--- config.mk ---
export PLATFORM = sky130hd
export DESIGN_NAME = beam_topk_select
export DESIGN_NICKNAME = d
export VERILOG_FILES = /design/src/rtl/beam_topk_select.sv
export SDC_FILE = /design/constraint.sdc
export NUM_CORES = 2
export LEC_CHECK = 0
export ABC_AREA = 1
export CAP_MARGIN = 20
export CORE_MARGIN = 8
export CORE_UTILIZATION = 40
export DETAILED_ROUTE_END_ITERATION = 8
export HOLD_SLACK_MARGIN = 0.1
export REMOVE_ABC_BUFFERS = 1
export SYNTH_ARGS = -nofsm -noshare
export SYNTH_HDL_FRONTEND = slang
export SYNTH_SLANG_ARGS = --single-unit
--- constraint.sdc ---
create_clock -name i_clk -period 95.9 [get_ports i_clk]
set_input_delay 19.18 -clock i_clk [delete_from_list [all_inputs] [get_ports i_clk]]
set_output_delay 19.18 -clock i_clk [all_outputs]
set_load 0.03 [all_outputs]
--- src/rtl/beam_topk_select.sv ---
// Per-RBG top-K beam selector.
// Scans one beam per cycle through a streaming insertion sort and reports the
// TOPK strongest beams (index + magnitude), strongest first. One vector can
// wait in a pending register while another is being scanned.
module beam_topk_select #(
    parameter int BEAM = 16,
    parameter int OW   = 48,
    parameter int TOPK = 4,
    parameter int RBGW = 8
) (
    input  logic                           i_clk,
    input  logic                           i_reset,
    input  logic [BEAM*OW-1:0]             i_rbg_abs,
    input  logic [RBGW-1:0]                i_rbg_idx,
    input  logic                           i_rbg_vld,
    output logic [TOPK*$clog2(BEAM)-1:0]   o_beam_idx,
    output logic [TOPK*OW-1:0]             o_beam_pwr,
    output logic [RBGW-1:0]                o_rbg_idx,
    output logic                           o_tvalid,
    output logic                           o_busy,
    output logic                           o_drop
);

    localparam int IW = $clog2(BEAM);

    typedef struct packed {
        logic          vld;
        logic [IW-1:0] idx;
        logic [OW-1:0] pwr;
    } entry_t;

    typedef enum logic {IDLE, SCAN} state_t;

    state_t                 state_q, state_d;
    logic [BEAM*OW-1:0]     work_abs, pend_abs;
    logic [RBGW-1:0]        work_idx, pend_idx;
    logic                   pend_vld;
    logic [IW-1:0]          cnt;
    entry_t [TOPK-1:0]      lst, nxt;
    logic [TOPK-1:0]        ins;
    logic [OW-1:0]          v;
    logic                   last;
    logic                   start_in, start_pend, pend_set, pend_clr, drop_d, done;

    assign v      = work_abs[cnt*OW +: OW];
    assign last   = (cnt == IW'(BEAM-1));
    assign o_busy = (state_q == SCAN) | pend_vld;

    // Insertion of the current beam into the sorted list. The list is sorted
    // with valid entries first, so ins[] is a thermometer: the first set bit
    // is the insert slot, every set bit above it takes its upper neighbour.
    always_comb begin
        ins = '0;
        nxt = lst;
        for (int k = 0; k < TOPK; k++)
            ins[k] = !lst[k].vld || (v > lst[k].pwr);
        if (ins[0])
            nxt[0] = {1'b1, cnt, v};
        for (int k = 1; k < TOPK; k++)
            if (ins[k])
                nxt[k] = ins[k-1] ? lst[k-1] : {1'b1, cnt, v};
    end

    // FSM state register.
    always_ff @(posedge i_clk) begin
        if (i_reset) state_q <= IDLE;
        else         state_q <= state_d;
    end

    // Next state plus load/accept/drop decisions for the datapath.
    always_comb begin
        state_d    = state_q;
        start_in   = 1'b0;
        start_pend = 1'b0;
        pend_set   = 1'b0;
        pend_clr   = 1'b0;
        drop_d     = 1'b0;
        done       = 1'b0;
        case (state_q)
            IDLE: begin
                if (i_rbg_vld) begin
                    state_d  = SCAN;
                    start_in = 1'b1;
                end
            end
            SCAN: begin
                if (last) begin
                    done = 1'b1;
                    if (pend_vld) begin
                        // pending wins; a same-cycle input refills pending
                        start_pend = 1'b1;
                        if (i_rbg_vld) pend_set = 1'b1;
                        else           pend_clr = 1'b1;
                    end else if (i_rbg_vld) begin
                        start_in = 1'b1;
                    end else begin
                        state_d = IDLE;
                    end
                end else if (i_rbg_vld) begin
                    if (pend_vld) drop_d   = 1'b1;
                    else          pend_set = 1'b1;
                end
            end
            default: state_d = IDLE;
        endcase
    end

    // Control state, sorted list and result registers.
    always_ff @(posedge i_clk) begin
        if (i_reset) begin
            pend_vld   <= 1'b0;
            cnt        <= '0;
            lst        <= '0;
            o_beam_idx <= '0;
            o_beam_pwr <= '0;
            o_rbg_idx  <= '0;
            o_tvalid   <= 1'b0;
            o_drop     <= 1'b0;
        end else begin
            o_tvalid <= done;
            o_drop   <= drop_d;
            if (done) begin
                for (int k = 0; k < TOPK; k++) begin
                    o_beam_idx[k*IW +: IW] <= nxt[k].idx;
                    o_beam_pwr[k*OW +: OW] <= nxt[k].pwr;
                end
                o_rbg_idx <= work_idx;
            end
            if (start_in || start_pend) begin
                lst <= '0;
                cnt <= '0;
            end else if (state_q == SCAN) begin
                lst <= nxt;
                cnt <= cnt + 1'b1;
            end
            if (pend_set)      pend_vld <= 1'b1;
            else if (pend_clr) pend_vld <= 1'b0;
        end
    end

    // Vector payload registers; qualified by the control flags above.
    always_ff @(posedge i_clk) begin
        if (start_in) begin
            work_abs <= i_rbg_abs;
            work_idx <= i_rbg_idx;
        end else if (start_pend) begin
            work_abs <= pend_abs;
            work_idx <= pend_idx;
        end
        if (pend_set) begin
            pend_abs <= i_rbg_abs;
            pend_idx <= i_rbg_idx;
        end
    end

endmodule
==> impl_results.md <==
- Post-route setup TNS: 0 ns
- Slew @ Worst Pin: 1.25 ns
- Tot Pwr: 2.04 mW
- CORE AREA: 217000 sq um
- # nets final: 10872
- Post-Syn Area: 87300 sq um
- Post-Route Skew: 0.0585 ns
- Seq/Total Area, Yosys: 0.634
- Synthesis-stage register bit count: 1988
- PortBufs: 997
- VDD IR max: 0.0173 mV
- CTS root buf: clkbuf_16
- HPWL after DPL: 194 mm
- Worst EP required: 96.35 ns
- Vias/cell: 5.30
- Slew HR: 0.167
- Critical-path maximum fanout: 83
- Via count: 68572
- Initial antenna violation count: 8
- Final setup viols: 0
- Antenna Nets Post-Route: 0
- Pwr dens: 19.1 nW/um^2
- R2r setup slk: 87.23 ns
- Critical Path AT: 25.78 ns
- Worst hold-check path type: flip-flop to flip-flop
- Reg2reg end: lst[193]
- First-pass GRT wire length: 433 mm
- # DRC: 0
- Fin crit period: 25.34 ns
- Post-synth top area cell: edfxtp_1
- Post-CTS Setup Inserts: 0
- GRT Total Usage: 0.242
- Post-route clock period utilization: 0.264
- Critical path launch point type: input pin
- DRT Pass-1 Iters: 8
- Cells after Synth: 9153
- Clk Latency, worst-skew pair: 0.85 ns
- Critical path class: input pin to flip-flop
- WHS Path Cells: 2
- Clk sinks: 1988
- # H-tree levels: 4
- Reg2Reg Depth: 26
- Syn Area/Cell: 9.54 sq um
- Die Wd: 483 um
- Die Area: 233000 sq um
- Die height: 483 um
- Gpl congestion: 0.854
- Synth top area share: 0.534
- Drt initial violations: 6101
- Synth async-reset ratio: 0
- Vias in the first global route: 66248
- CP Capture Type: flip-flop
- P&R area growth vs syn: 21.9%
- RSZ-0062 raised after global routing: false
- CTS tree: yes
- Wirelength per Cell: 23.0 um
- Pin count of the biggest net entering global routing: 193
- Max-slew violations: 0
- Leak: 41.8 nW
- GRT overflow: 0
- CTS clock-pin slew for the worst setup and hold paths: 0.06 ns
- Main synth FF type: edfxtp_1
- Max Cap Viol: 0
- Beginning of the worst hold path: o_beam_pwr[11]
- FP Rows: 171
- Yosys Warn Count: 0
- Hold Buf Count CTS: 0
- Worst r2r src: cnt[0]
- Longest Clk Path Bufs: 3
- Post-synth EDFFs: 1552
- Top cells by area, synth: edfxtp_1 (53%), nand2_1 (15%), dfxtp_1 (10%), o21ai_0 (4.0%), nor2_1 (2.9%)
- Outcome: complete, no violations
- Fmax: 39.5 MHz
- Library cell with the highest instance count after synthesis: nand2_1
- DRT Wirelength: 297 mm
- Yosys cell types: 37
- Starting Density: 0.402
- Endpoints failing hold: 0
- Top-Level Pins: 998
- Commonest cells post-synth: nand2_1 (3394), edfxtp_1 (1552), o21ai_0 (704)
- Cts bufs inserted: 210
- Hold Crit Endpoint: o_beam_pwr[11]
- Share of cells above drive strength 1: 0.0461
- Resized cells post-CTS: 0
-- worst max path at each step --
stage | startpoint | to | cells after the start
6_report | i_rbg_vld | work_abs[341] | 8
5_1_grt | i_rbg_vld | work_abs[104] | 8
4_1_cts | i_rbg_vld | work_abs[629] | 8
3_5_place_dp | i_rbg_vld | work_abs[389] | 8
3_3_place_gp | i_rbg_vld | work_abs[581] | 8
2_1_floorplan | i_rbg_vld | lst[105] | 7
-- final cells by class --
type | instances | area [sq um]
Sequential cell | 1988 | 55400
Inverter | 406 | 1560
Fill cell | 19986 | 111000
Timing Repair Buffer | 1100 | 10900
Multi-Input combinational cell | 6193 | 28100
Clock inverter | 107 | 1240
Clock buffer | 281 | 5670
Antenna cell | 2 | 5.00
Tap cell | 2854 | 3570
-- where the power goes --
| part | switching [mW] | total (mW) | leakage [nW] | internal [mW] |
|---|---|---|---|---|
| Clock | 0.349 | 0.824 | 3.36 | 0.474 |
| Sequential | 0.0126 | 0.990 | 18.1 | 0.978 |
| Combinational | 0.148 | 0.223 | 20.3 | 0.0750 |
| Total | 0.510 | 2.04 | 41.8 | 1.53 |
-- worst max-delay path: stages --
cell and delay, ns:
clkdlybuf4s50_1 0.58, nand2_4 0.50, nand2_4 0.86, buf_4 0.78, buf_4 0.90, buf_4 0.75
buf_4 0.84, buf_4 0.96
-- flip-flops by register name, indices dropped and copies added, names as in the netlist, 4 cells and up --
name        cells
cnt             4
pend_idx        8
work_idx        8
o_beam_pwr    192
work_abs      768
lst           212
pend_abs      768
o_beam_idx     16
o_rbg_idx       8
-- cell usage in the layout (no fill, tap or decap), types with 5 or more instances in the layout --
master / n
nand2_1: 3389
edfxtp_1: 1552
clkdlybuf4s50_1: 996
o21ai_0: 704
nor2_1: 677
dfxtp_1: 429
a21oi_1: 420
inv_1: 373
nand3_1: 361
clkbuf_16: 213
ha_1: 194
nand4_1: 109
o22ai_1: 96
buf_4: 95
o211ai_1: 72
clkbuf_1: 60
a31oi_1: 58
o21ai_1: 43
clkinv_2: 35
clkinv_1: 31
inv_2: 24
bufinv_16: 22
o21a_1: 11
o221ai_1: 8
nor3_1: 8
clkbuf_8: 8
buf_12: 7
inv_4: 6
and3_1: 6
dfxtp_4: 6
inv_6: 5
nand3_2: 5
nand2_4: 5
-- cell families after synthesis --
| logic type | Yosys count | synth area share |
|---|---|---|
| fa+ha+maj | 194 | 0.0278 |
| compound gates | 1419 | 0.0865 |
| flops | 1988 | 0.634 |
| buf+inv | 972 | 0.0454 |
| xor+xnor | 1 | 0.000100 |
| simple gates | 4579 | 0.206 |
-- metrics by stage --
stage	util	setup slack [ns]	hold slack [ns]	area, sq um	std cells
after floorplan	-	11.68	0.445	84900	8587
after global placement	0.458	69.91	0.451	99400	12539
after detailed placement	0.458	69.72	0.455	99400	12539
after CTS	0.490	70.64	0.465	106000	12927
after global routing	0.490	70.17	0.481	106000	12930
final	0.490	70.56	0.462	106000	12931
-- metal layers --
metal | up-vias | wire (um) | share of wire | global-route usage
li1 | 32395 | - | - | -
met1 | 32934 | 124000 | 0.42 | 0.319
met2 | 2698 | 135000 | 0.46 | 0.383
met3 | 537 | 22000 | 0.074 | 0.0504
met4 | 8 | 15200 | 0.051 | 0.111
met5 | - | 54 | 0.00018 | 0
No activity file was read; power rests on OpenSTA's default activity.
